<file path="config.mk">
export PLATFORM = sky130hd
export DESIGN_NAME = pipe_stage_buf
export DESIGN_NICKNAME = d
export VERILOG_FILES = /design/src/rtl/pipe_stage_buf.sv
export SDC_FILE = /design/constraint.sdc
export NUM_CORES = 1
export LEC_CHECK = 0
export ABC_AREA = 1
export CORE_UTILIZATION = 54
export CTS_BUF_LIST = sky130_fd_sc_hd__clkbuf_4 sky130_fd_sc_hd__clkbuf_8
export CTS_CLUSTER_DIAMETER = 30
export CTS_CLUSTER_SIZE = 14
export DETAILED_ROUTE_END_ITERATION = 7
export PLACE_DENSITY = 0.92
export REMOVE_ABC_BUFFERS = 1
export SLEW_MARGIN = 30
export SYNTH_ARGS = -nofsm -noshare
export SYNTH_HDL_FRONTEND = slang
export SYNTH_SLANG_ARGS = --single-unit
</file>
<file path="constraint.sdc">
create_clock -name clk -period 2.3 [get_ports clk]
set_clock_uncertainty 0.2 [all_clocks]
set_input_delay 0.69 -clock clk [delete_from_list [all_inputs] [get_ports clk]]
set_output_delay 0.69 -clock clk [all_outputs]
set_load 0.05 [all_outputs]
</file>
<file path="src/rtl/pipe_stage_buf.sv">
// Two-entry pipeline stage buffer (main + skid) with registered in_ready.
// main drives the outputs; skid absorbs one extra beat when the consumer
// cannot take data, so in_ready never depends combinationally on out_ready.
module pipe_stage_buf #(
  parameter int unsigned ALUOP_W   = 8,
  parameter int unsigned ADDR_W    = 32,
  parameter int unsigned RADDR_W   = 5,
  parameter int unsigned DATA_W    = 32,
  parameter int unsigned STALL_W   = 6,
  parameter int unsigned STALL_IDX = 3,
  parameter int unsigned NOP_ALUOP = 0
) (
  input  logic               clk,
  input  logic               rst,
  input  logic               in_valid,
  output logic               in_ready,
  input  logic [ALUOP_W-1:0] in_aluop,
  input  logic [ADDR_W-1:0]  in_addr,
  input  logic [RADDR_W-1:0] in_wd,
  input  logic               in_wreg,
  input  logic [DATA_W-1:0]  in_wdata,
  input  logic [STALL_W-1:0] stall_state,
  input  logic               flush,
  output logic               out_valid,
  input  logic               out_ready,
  output logic [ALUOP_W-1:0] out_aluop,
  output logic [ADDR_W-1:0]  out_addr,
  output logic [RADDR_W-1:0] out_wd,
  output logic               out_wreg,
  output logic [DATA_W-1:0]  out_wdata,
  output logic [1:0]         occupancy
);

  localparam int unsigned PayW = ALUOP_W + ADDR_W + RADDR_W + 1 + DATA_W;
  localparam logic [ALUOP_W-1:0] NopOp = ALUOP_W'(NOP_ALUOP);
  localparam logic [PayW-1:0] Bubble = {NopOp, {(PayW - ALUOP_W){1'b0}}};

  logic [PayW-1:0] in_pay;
  logic [PayW-1:0] main_q, main_d;
  logic [PayW-1:0] skid_q, skid_d;
  logic            main_valid_q, main_valid_d;
  logic            skid_valid_q, skid_valid_d;
  logic            in_ready_q, in_ready_d;
  logic [1:0]      occ_q, occ_d;
  logic            accept;
  logic            drain;

  assign in_pay = {in_aluop, in_addr, in_wd, in_wreg, in_wdata};

  // Stall only blocks draining; accepting is gated by the free skid slot alone.
  assign accept = in_valid & in_ready_q & ~flush;
  assign drain  = main_valid_q & out_ready & ~stall_state[STALL_IDX];

  // Next-state for the two entries, flush first, then drain/accept ordering.
  always_comb begin
    main_d       = main_q;
    skid_d       = skid_q;
    main_valid_d = main_valid_q;
    skid_valid_d = skid_valid_q;
    if (flush) begin
      main_valid_d = 1'b0;
      skid_valid_d = 1'b0;
    end else if (drain) begin
      if (skid_valid_q) begin
        // in_ready was low, so no accept can coincide with a skid refill
        main_d       = skid_q;
        skid_valid_d = 1'b0;
      end else if (accept) begin
        main_d = in_pay;
      end else begin
        main_valid_d = 1'b0;
      end
    end else if (accept) begin
      if (main_valid_q) begin
        skid_d       = in_pay;
        skid_valid_d = 1'b1;
      end else begin
        main_d       = in_pay;
        main_valid_d = 1'b1;
      end
    end
    in_ready_d = ~skid_valid_d;
    occ_d      = {1'b0, main_valid_d} + {1'b0, skid_valid_d};
  end

  // State registers; asynchronous reset empties the stage immediately.
  always_ff @(posedge clk or negedge rst) begin
    if (!rst) begin
      main_q       <= '0;
      skid_q       <= '0;
      main_valid_q <= 1'b0;
      skid_valid_q <= 1'b0;
      in_ready_q   <= 1'b1;
      occ_q        <= 2'd0;
    end else begin
      main_q       <= main_d;
      skid_q       <= skid_d;
      main_valid_q <= main_valid_d;
      skid_valid_q <= skid_valid_d;
      in_ready_q   <= in_ready_d;
      occ_q        <= occ_d;
    end
  end

  assign in_ready  = in_ready_q;
  assign out_valid = main_valid_q;
  assign occupancy = occ_q;
  assign {out_aluop, out_addr, out_wd, out_wreg, out_wdata} = main_valid_q ? main_q : Bubble;

endmodule

</file>
# Word-level counts from Yosys, hierarchy flattened
# Cells that the tools add are included.
dict set report word_totals {
  ff_bits 161
  in_bits 89
  output_inout_bits 82
  elab_cells 35
}
dict set report op_classes {
  n_addsub 1
  n_eq_ne 1
  n_mux 15
  bitwise 8
  n_reduce_logical 4
}
# operator count
set ops {}
lappend ops {{$mux W78} 6}
lappend ops {{$mux W1} 9}
lappend ops {{$reduce_and A4 Y1} 2}
lappend ops {{$and A1 B1 Y1} 4}
lappend ops {{$not A1 Y1} 4}
lappend ops {{$reduce_bool A2 Y1} 2}
lappend ops {{$add A1 B1 Y2} 1}
lappend ops {{$ne A2 B1 Y1 const B} 1}

# Logic depth before layout (Yosys ltp)
dict set report depth {
  depth_word 7
  depth_mapped 10
  ltp_nobuf 7
}

# Worst setup path before layout
# OpenSTA, ideal clock, no wires.
dict set report synth_path {
  path_type {flip-flop to output port}
  start {register main_valid_q, in the netlist out_valid}
  end {output out_addr[19]}
  arrival_time_ps 1850
  required_time_ps 1410
  path_slack_ps -440
  path_stages_with_launch 6
  n_path_buf 3
  cell_sequence {dfrtp_1 > buf_2 > clkbuf_1 > buf_1 > nand2_1 > inv_1}
}
dict set report synth_via {
  elab_chain_len 1
}
# element line
set synth_lines {}
lappend synth_lines {{start, declared} 41} ;# logic main_valid_q, main_valid_d;
lappend synth_lines {{start signal, assigned} 98} ;# main_valid_q <= main_valid_d;
lappend synth_lines {{$mux W78} 108} ;# assign {out_aluop, out_addr, out_wd, out_wreg, out_wdata} = main_valid_q ? main_q : Bubble;
lappend synth_lines {{end, declared} 27} ;# output logic [ADDR_W-1:0] out_addr,
# No other way between the ends.

# Worst setup path after layout
dict set report layout_path {
  start {register main_valid_q, in the netlist out_valid}
  end {output out_wdata[28]}
}
dict set report layout_via {
  elab_chain_len 1
}
# element line
set layout_lines {}
lappend layout_lines {{$mux W78} 108}
lappend layout_lines {{end, declared} 30} ;# output logic [DATA_W-1:0] out_wdata,
# No other way between the ends.

==> key figures <==
Route
  – Drt first pass iters: 6
  – DR top layer: met4
  – WL met2: 13200 um
  – Detail Route Antenna Nets: 0
  – Met3 WL post-DR: 2500 um
  – WL final: 26600 um
  – Number of remaining DRC errors: 0
  – DRT iter0 DRCs: 1237
  – DR WL/cell: 15.4 um
  – Via Count: 9496
  – Vias per cell: 5.49
  – M1 WL: 9900 um

GRT
  – Initial antenna violation count: 0
  – GR Util All Layers: 32.5%
  – Total grt overflow: 0
  – First-pass GRT wire length: 42900 um
  – Largest net degree at the start of global routing: 82
  – Vias in the first global route: 8943

Floorplanning
  – Die Width: 130 um
  – Die ar.: 17000 sq um
  – Die Ht: 130 um
  – FP Rows: 46
  – Core Area: 16000 sq um
  – I/O pins: 171
  – Initial Utilization: 55.5%

Status
  – Failing checks: setup timing
  – Outcome: finished, violations left

Pwr
  – Comb power frac: 28.8%
  – Sequential share of power: 44.0%
  – Clk pwr share: 27.1%
  – Psw: 3.13 mW
  – Worst vdd ir: 450 uV
  – P per Cell Area: 758 nW/um^2
  – Int Power: 6.18 mW
  – Sw Ratio: 33.6%
  – Leak Pwr: 6.88 nW

CTS
  – Setup bufs post-CTS: 0
  – Worst skew pair latency: 0.47 ns
  – CTS sink cnt: 161
  – Longest Clk Path Bufs: 2
  – CTS Root Cell: clkbuf_8
  – Clock transition at path regs: 0.08 ns
  – H-tree lvl count: 4
  – CTS tree: yes
  – TritonCTS buffer count: 17

Placement
  – Routability congestion estimate: 0.792
  – Detailed placement HPWL: 16400 um
  – Inst Count DP: 1696
  – IO Port Bufs: 165

Setup path
  – Crit-path max cell delay: 0.42 ns
  – Worst path top cell family by delay: buffers and inverters
  – CP Data Required Time: 1.41 ns
  – Critical Path Fanout Max: 40
  – Setup crit end kind: output port
  – Most used cell, CP: buf_12
  – CP max stage cell: dfrtp_2
  – CP Data Arrival Time: 1.47 ns
  – Crit-path cells: buf_12 -> nand2_1 -> inv_2 -> buf_12
  – Buf/Inv on CP: 3
  – Crit Path Class: register to output port
  – Crit path launch type: register

Logic synthesis
  – Top-area cell type share of the netlist area: 45.1%
  – Synthesized area: 8880 sq um
  – Post-synth cell types: 19
  – Most frequent cell after synthesis: nand2_1
  – Gate Count Post-Synth: 1369
  – Ranking of synthesized cells by area: dfrtp_1, nand2_1, nand3_1, inv_1, clkbuf_1
  – Register area share after synthesis: 45.4%
  – Commonest cells in the netlist: nand2_1, dfrtp_1, nand3_1
  – #FFs+latches synth: 161
  – Number of synthesized flops with an enable pin: 0
  – Yosys warns: 0
  – Synth Flop Type: dfrtp_1
  – Post-synth ARST share: 100%
  – Average size of a mapped cell: 6.49 sq um
  – Yosys top cell by area: dfrtp_1

STA
  – Actual slew at the worst max-slew pin: 0.477 ns
  – Final period util: 103%
  – Slew Viols, Final: 0
  – Hold Violations, Final: 0
  – Post-layout min period: 2.36 ns
  – Peak Freq: 424 MHz
  – PnR worst setup slack: -0.0576 ns
  – Slew headroom: 68.2%
  – RSZ-0062 raised after global routing: true
  – Final setup viols: 72

Layout
  – Share of post-route cells with drive strength above 1: 16.0%
  – Diodes inserted: 0
  – Non-filler cells, final: 1729
  – P&R area growth vs syn: 38.3%
  – # fillers: 1055
  – Final Util: 76.8%
  – Nets: 1590

Job
  – Max-cap viol count: 0

Hold path
  – Worst hold path class: register to register
==> cell families (layout without fill, tap and decap cells) <==
group,after synthesis,in the layout,share of synthesized area [%]
flip-flops,161,161,45.4
AND/OR/NAND/NOR,1029,1029,46.0
adder cells (fa/ha/maj),1,1,0.141
AO/OA/AOI/OAI,4,4,0.352
buffers and inverters,174,318,8.11
==> registers in the layout, summed over array words and instances (netlist names) <==
signal	cells
occupancy	2
main_q	78
out_valid	1
skid_q	78
in_ready	1
skid_valid_q	1
==> area by class of cell <==
| cell class | instances | area, sq um | share of cell area (%) |
|---|---|---|---|
| well taps | 216 | 270 | 2.20 |
| clock inverters | 14 | 234 | 1.90 |
| flip-flops and latches | 161 | 4030 | 32.8 |
| clock buffers | 18 | 248 | 2.02 |
| repair buffers | 202 | 3030 | 24.7 |
| inverters | 84 | 315 | 2.57 |
| multi-input cells | 1034 | 4160 | 33.8 |
==> worst paths after layout <==
check                                  startpoint                endpoint  slack [ns]  depth (start not counted)
max in group asynchronous                     rst  main_q[42]$_DFFE_PN0P_        0.76                          3
min                        skid_q[51]$_DFFE_PN0P_  skid_q[51]$_DFFE_PN0P_        0.28                          2
min in group asynchronous                     rst   main_q[3]$_DFFE_PN0P_        0.44                          2
max                           out_valid$_DFF_PN0_           out_wdata[28]       -0.06                          4
max reg2reg                    in_ready$_DFF_PN1_  main_q[13]$_DFFE_PN0P_        0.41                          6
min reg2reg                skid_q[51]$_DFFE_PN0P_  skid_q[51]$_DFFE_PN0P_        0.28                          2
==> power by group through the flow <==
| stage | Combinational (mW) | Clock [mW] | Sequential (mW) |
|---|---|---|---|
| after detailed placement | 2.62 | 0 | 4.11 |
| after floorplan | 1.41 | 0 | 4.03 |
| after global placement | 2.51 | 0 | 4.07 |
| after CTS | 2.69 | 2.54 | 4.08 |
| after global routing | 2.93 | 2.66 | 4.17 |
| final | 2.68 | 2.53 | 4.10 |
==> what timing repair did <==
item | 4_1_cts | 5_1_grt
hold buffers | 1 | 0
cloned | 0 | 0
setup endpoints to repair | 78 | 78
gates resized for setup | 78 | 0
hold endpoints to repair | 19 | 0
==> worst reg2reg max path: stages, from the launching register on <==
cell	delay, ns
dfstp_2	0.57
nand3_1	0.25
nand2_1	0.25
nand3_4	0.13
buf_12	0.21
nand2_1	0.11
nand2_1	0.06
==> metrics by stage <==
| step | TNS, ns | setup WS (ns) | area, sq um | hold WS [ns] | power [mW] |
|---|---|---|---|---|---|
| 2_1_floorplan | -500.07 | -3.20 | 8480 | 0.194 | 5.44 |
| 3_3_place_gp | -12.96 | -0.127 | 11800 | 0.253 | 6.58 |
| 3_5_place_dp | -17.28 | -0.165 | 11800 | 0.259 | 6.74 |
| 4_1_cts | -4.01 | -0.0812 | 12300 | 0.279 | 9.31 |
| 5_1_grt | -7.04 | -0.127 | 12300 | 0.292 | 9.76 |
| 6_report | -2.01 | -0.0576 | 12300 | 0.278 | 9.31 |
==> metal layers <==
| layer | global-route usage (%) | vias up |
|---|---|---|
| met5 | 0 | - |
| met4 | 17.3 | 0 |
| met3 | 6.15 | 100 |
| met2 | 53.4 | 595 |
| met1 | 40.6 | 4413 |
| li1 | - | 4388 |
==> placed cells by master (no fill, tap or decap), types with 2 or more instances in the layout <==
master / Yosys / layout
buf_4: 5 / 14
inv_1: 81 / 3
nand3_4: 1 / 2
nor2_4: 0 / 2
bufinv_16: 0 / 6
dfrtp_2: 0 / 2
a21oi_1: 2 / 2
nand3_1: 157 / 157
clkinv_2: 0 / 4
nand2_1: 866 / 866
clkinv_4: 0 / 2
clkdlybuf4s50_1: 0 / 82
buf_12: 0 / 104
clkbuf_8: 0 / 18
inv_2: 3 / 81
dfrtp_1: 160 / 158
No activity file was read; power rests on OpenSTA's default activity.
